## config.mk

```make
export PLATFORM = sky130hd
export DESIGN_NAME = rf_bit_requester
export DESIGN_NICKNAME = d
export VERILOG_FILES = /design/src/rtl/rf_bit_requester.sv
export SDC_FILE = /design/constraint.sdc
export NUM_CORES = 1
export LEC_CHECK = 0
export BUFFER_PORTS_ARGS = -buffer_cell sky130_fd_sc_hd__buf_2
export CAP_MARGIN = 10
export CORE_AREA = 2 2 56 58
export DETAILED_ROUTE_END_ITERATION = 12
export DIE_AREA = 0 0 58 60
export GPL_TIMING_DRIVEN = 1
export PLACE_DENSITY = 0.92
export SETUP_SLACK_MARGIN = 0.2
export SLEW_MARGIN = 0
export SYNTH_ARGS = -nofsm -noshare
export SYNTH_HDL_FRONTEND = slang
export SYNTH_SLANG_ARGS = --single-unit
export TNS_END_PERCENT = 20
```

## constraint.sdc

```tcl
create_clock -name clk -period 3.2 [get_ports clk]
set_input_delay 0.8 -clock clk [delete_from_list [all_inputs] [get_ports clk]]
set_output_delay 0.8 -clock clk [all_outputs]
set_load 0.01 [all_outputs]
```

## src/rtl/rf_bit_requester.sv

```systemverilog
// rtl/rf_bit_requester.sv - request-side initiator for a 256 x 1-bit, 1W/2R register file
// Optional post-reset clear sweep enabled by defining RF_REQ_INIT_EN.
module rf_bit_requester #(
  parameter int DEPTH = 256,
  parameter int AW    = 8
) (
  input  logic          clk,
  input  logic          rst_n,
  input  logic          req_valid,
  output logic          req_ready,
  input  logic          req_we,
  input  logic [AW-1:0] req_addr_a,
  input  logic [AW-1:0] req_addr_b,
  input  logic          req_wdata,
  output logic          rsp_valid,
  input  logic          rsp_ready,
  output logic [1:0]    rsp_data,
  output logic          init_done,
  output logic [AW-1:0] mem_waddr0,
  output logic          mem_we0,
  output logic          mem_din0,
  output logic [AW-1:0] mem_raddr1,
  input  logic          mem_q1,
  output logic [AW-1:0] mem_raddr2,
  input  logic          mem_q2
);

  logic          run;
  logic          init_we;
  logic [AW-1:0] init_addr;

`ifdef RF_REQ_INIT_EN
  typedef enum logic {S_INIT, S_RUN} state_t;

  state_t        state, state_nxt;
  logic [AW-1:0] init_cnt, init_cnt_nxt;

  // State and sweep counter registers.
  always_ff @(posedge clk) begin
    if (!rst_n) begin
      state    <= S_INIT;
      init_cnt <= '0;
    end else begin
      state    <= state_nxt;
      init_cnt <= init_cnt_nxt;
    end
  end

  // Sweep every address with zero, then hand the file to the client.
  always_comb begin
    state_nxt    = state;
    init_cnt_nxt = init_cnt;
    init_we      = 1'b0;
    run          = 1'b0;
    case (state)
      S_INIT: begin
        init_we      = 1'b1;
        init_cnt_nxt = init_cnt + 1'b1;
        if (init_cnt == AW'(DEPTH - 1)) state_nxt = S_RUN;
      end
      S_RUN: run = 1'b1;
      default: state_nxt = S_INIT;
    endcase
  end

  assign init_addr = init_cnt;
`else
  // Without the sweep DEPTH only documents the attached file size.
  localparam int unused_depth = DEPTH;

  assign run       = 1'b1;
  assign init_we   = 1'b0;
  assign init_addr = '0;
`endif

  logic [1:0]    fifo_mem [2];
  logic          fifo_rd;
  logic          fifo_wr;
  logic [1:0]    fifo_cnt;
  logic          inflight;
  logic [AW-1:0] raddr1_q;
  logic [AW-1:0] raddr2_q;
  logic [1:0]    outstanding;
  logic          accept, wr_acc, rd_acc;
  logic          pop, pop_fifo, push;

  // A read occupies one credit from acceptance until its response is consumed.
  assign outstanding = {1'b0, inflight} + fifo_cnt;
  assign req_ready   = rst_n && run && (outstanding < 2'd2);
  assign init_done   = rst_n && run;
  assign accept      = req_valid && req_ready;
  assign wr_acc      = accept && req_we;
  assign rd_acc      = accept && !req_we;

  assign mem_we0    = rst_n && (init_we || wr_acc);
  assign mem_waddr0 = wr_acc ? req_addr_a : init_addr;
  assign mem_din0   = wr_acc ? req_wdata : 1'b0;
  assign mem_raddr1 = rd_acc ? req_addr_a : raddr1_q;
  assign mem_raddr2 = rd_acc ? req_addr_b : raddr2_q;

  // Empty FIFO: the file's registered output is presented directly, giving one-cycle latency.
  assign rsp_valid = (fifo_cnt != 2'd0) || inflight;
  assign rsp_data  = (fifo_cnt != 2'd0) ? fifo_mem[fifo_rd] :
                     (inflight ? {mem_q2, mem_q1} : 2'b00);
  assign pop       = rsp_valid && rsp_ready;
  assign pop_fifo  = pop && (fifo_cnt != 2'd0);
  assign push      = inflight && !(pop && (fifo_cnt == 2'd0));

  // In-flight flag, held read addresses and the two-entry response FIFO.
  always_ff @(posedge clk) begin
    if (!rst_n) begin
      inflight    <= 1'b0;
      raddr1_q    <= '0;
      raddr2_q    <= '0;
      fifo_rd     <= 1'b0;
      fifo_wr     <= 1'b0;
      fifo_cnt    <= 2'd0;
      fifo_mem[0] <= 2'b00;
      fifo_mem[1] <= 2'b00;
    end else begin
      inflight <= rd_acc;
      if (rd_acc) begin
        raddr1_q <= req_addr_a;
        raddr2_q <= req_addr_b;
      end
      if (push) begin
        fifo_mem[fifo_wr] <= {mem_q2, mem_q1};
        fifo_wr           <= ~fifo_wr;
      end
      if (pop_fifo) fifo_rd <= ~fifo_rd;
      fifo_cnt <= fifo_cnt + {1'b0, push} - {1'b0, pop_fifo};
    end
  end

endmodule

```

==> metrics <==
status=finished, final reports clean; vias=around 1300; leading cell type in the layout, fill and taps excluded=buf_2; IO Count=55; Mapped Avg Cell Area=about 9.4 um^2; Worst Setup EP=mem_raddr2[6]; register area share after synthesis=0.3875; Yosys warnings=0; Starting DRT DRC Count=33; largest cells by area after synthesis=dfxtp_1, o31ai_2, edfxtp_1; worst hold path type=reg -> reg; clk_skew=about 0.012 ns; Rel. slew slack=0.7396; DRT Pass-1 Iters=4; CTS root buffer=clkbuf_4; number of global-route vias before repair=between 1000 and 1500; Pins Over Slew Limit=0; Die Ht=roughly 60 um; most frequent cells in the layout=buf_2, dfxtp_1, inv_1; post_cts resized=0; antenna fix cells=0; RSZ-0062 raised after global routing=false; die width=roughly 58 um; Initial Util=0.4983; Required @ worst endpoint=about 2.4 ns; area of the multi-input gates=between 700 and 800 um^2; Netlist Area Pre-Place=1446 um^2; Comb power frac=0.365; Hold Vio Cnt, Final=0; overall power=approximately 0.00086 W; DRC=0; Yosys cell types=31; period utilization=0.8643; total internal power=0.0005550 W; maxcap violations=0; antenna viol nets, final=0; layout cell share with drive strength beyond 1=0.3793; Site Rows=20; IO Port Bufs=54; CP Max Fanout=33; htree depth=1; clock sinks=26; CP Capture Type=output pin; largest area contributor in the netlist=dfxtp_1; initial antenna violation count=0; Clock transition at path regs=around 0.14 ns; GRT Util Overall=0.1849; post-synth net total=180; post-route setup TNS=0 ns; LEAKAGE=slightly below 0.8 nW; Sw Share=0.3577; die area=between 3000 and 4000 um^2; post-layout minimum cycle time=approximately 2.8 ns; Routed wire per std cell=~13 um; postcts setup bufs=0; worst r2r src=fifo_cnt[0]; worst-skew pair later-pin latency=a little over 0.3 ns; HPWL Detailed=about 2.3 mm; fillers=between 200 and 250; net load switching power=about 0.00031 W; GR Overflow Total=0; R2R cell count=9; Synth top area share=0.3045; cts hold-fix bufs=0; Final setup viols=0; Synth-to-Final Area Change=18.43%; Yosys reg bits=26; R2R Setup Slk=approximately 1.2 ns; clock buffer depth=2; Reg area=560.5 um^2; Synth Instances=154; DRT Wirelength=a little over 3 mm; measured slew at the worst slew-check pin=roughly 0.39 ns; first-pass GRT wire length=between 4 and 5 mm; Crit path arrival time=between 1.5 and 2 ns; CTS tree=built; Max IR drop VDD=0.3134 mV; Crit. Startpoint=inflight; sequential power share=0.476; CP Launch Type=flip-flop; largest net degree at the start of global routing=34; r2r endpoint=fifo_cnt[1]; Placer Congestion=about 0.74; fin nets=230; Pwr per Cell Area=roughly 500 nW/um^2; CP Class=reg -> out; Via density=about 5.5; total CTS buffers=3; Max Freq=between 300 and 400 MHz; core box area=around 2900 um^2; Clk pwr share=0.159
-- per-stage QoR --
stage / utilization / setup WS (ns) / std cells / instance area, um^2 / hold slack (ns)
after floorplan: - / 0.7472 / 154 / 1446 / 0.4379
after global placement: 0.5810 / 0.5218 / 232 / 1687 / 0.4559
after detailed placement: 0.5810 / 0.5065 / 232 / 1687 / 0.4604
after CTS: 0.5901 / 0.4540 / 236 / 1713 / 0.4798
after global routing: 0.5901 / 0.2752 / 236 / 1713 / 0.4963
final: 0.5901 / 0.4344 / 236 / 1713 / 0.4793
-- synthesized netlist by cell type --
| library cell | count |
|---|---|
| edfxtp_1 | 4 |
| o21ai_0 | 20 |
| nand2_1 | 1 |
| clkbuf_1 | 2 |
| a21oi_2 | 1 |
| a21oi_1 | 1 |
| mux2i_1 | 2 |
| nand4_1 | 1 |
| inv_1 | 21 |
| or3_1 | 1 |
| o31ai_1 | 3 |
| o31ai_4 | 1 |
| xor2_1 | 2 |
| nor2_1 | 8 |
| o2111a_2 | 1 |
| and3b_1 | 1 |
| or3b_1 | 1 |
| o31ai_2 | 12 |
| dfxtp_1 | 22 |
| nor3_1 | 1 |
| nand3_1 | 3 |
| buf_6 | 5 |
| buf_2 | 3 |
| a21o_1 | 1 |
| ha_1 | 2 |
| o211ai_1 | 16 |
| and2_1 | 12 |
| and4_1 | 2 |
| buf_4 | 2 |
| o21a_4 | 1 |
| and3_4 | 1 |
-- final cells by class --
class | instances | area share
Clock buffer | 4 | 0.01534
Inverter | 21 | 0.04602
Multi-Input combinational cell | 95 | 0.4164
Sequential cell | 26 | 0.3272
Tap cell | 33 | 0.02411
Timing Repair Buffer | 57 | 0.1709
-- power groups by stage --
stage	Clock, W	Combinational [W]	Sequential (W)
floorplan	0	0.000226	0.000408
global placement	0	0.000308	0.000415
detailed placement	0	0.000316	0.000418
CTS	0.000140	0.000317	0.000411
global route	0.000159	0.000353	0.000419
finish	0.000137	0.000316	0.000411
-- state kept, by name (all words and copies together) (netlist names), named ones only --
signal / cells
fifo_wr: 1
raddr1_q: 8
fifo_rd: 1
fifo_cnt: 2
inflight: 1
raddr2_q: 8
fifo_mem: 4
-- per-layer routing --
metal  track usage  wire length (um)  up-vias
met5             0                 0        -
met4       0.08970                55        0
met3       0.03463               241        6
met2        0.2938              1391       61
met1        0.2423              1396      585
li1              -                 -      649
-- worst max-delay path, cell delays in order (launching register included) --
cell	delay [ns]
dfxtp_1	0.52
and3_4	0.39
o21a_4	0.41
o21ai_0	0.17
buf_2	0.16
-- cells by family (layout without fill, tap and decap cells) --
logic type / Yosys count / in the layout / share of synthesized area
AOI/OAI and AO/OA: 57 / 57 / 0.3201
xor gates and xnor gates: 2 / 2 / 0.01211
adders and majority gates: 2 / 2 / 0.01730
buffers and inverters: 33 / 82 / 0.1194
DFF: 26 / 26 / 0.3875
muxes: 2 / 2 / 0.01384
and+or+nand+nor: 32 / 32 / 0.1298
-- how the worst min path moves through the flow --
| stage | slack [ns] | from | cells after the start | end |
|---|---|---|---|---|
| global route | 0.50 | raddr2_q[5] | 2 | raddr2_q[5] |
| finish | 0.48 | raddr1_q[7] | 2 | raddr1_q[7] |
| global placement | 0.46 | raddr1_q[1] | 2 | raddr1_q[1] |
| CTS | 0.48 | raddr1_q[7] | 2 | raddr1_q[7] |
| floorplan | 0.44 | raddr2_q[0] | 2 | raddr2_q[0] |
| detailed placement | 0.46 | raddr2_q[0] | 2 | raddr2_q[0] |
(Power assumes the default switching activity.)
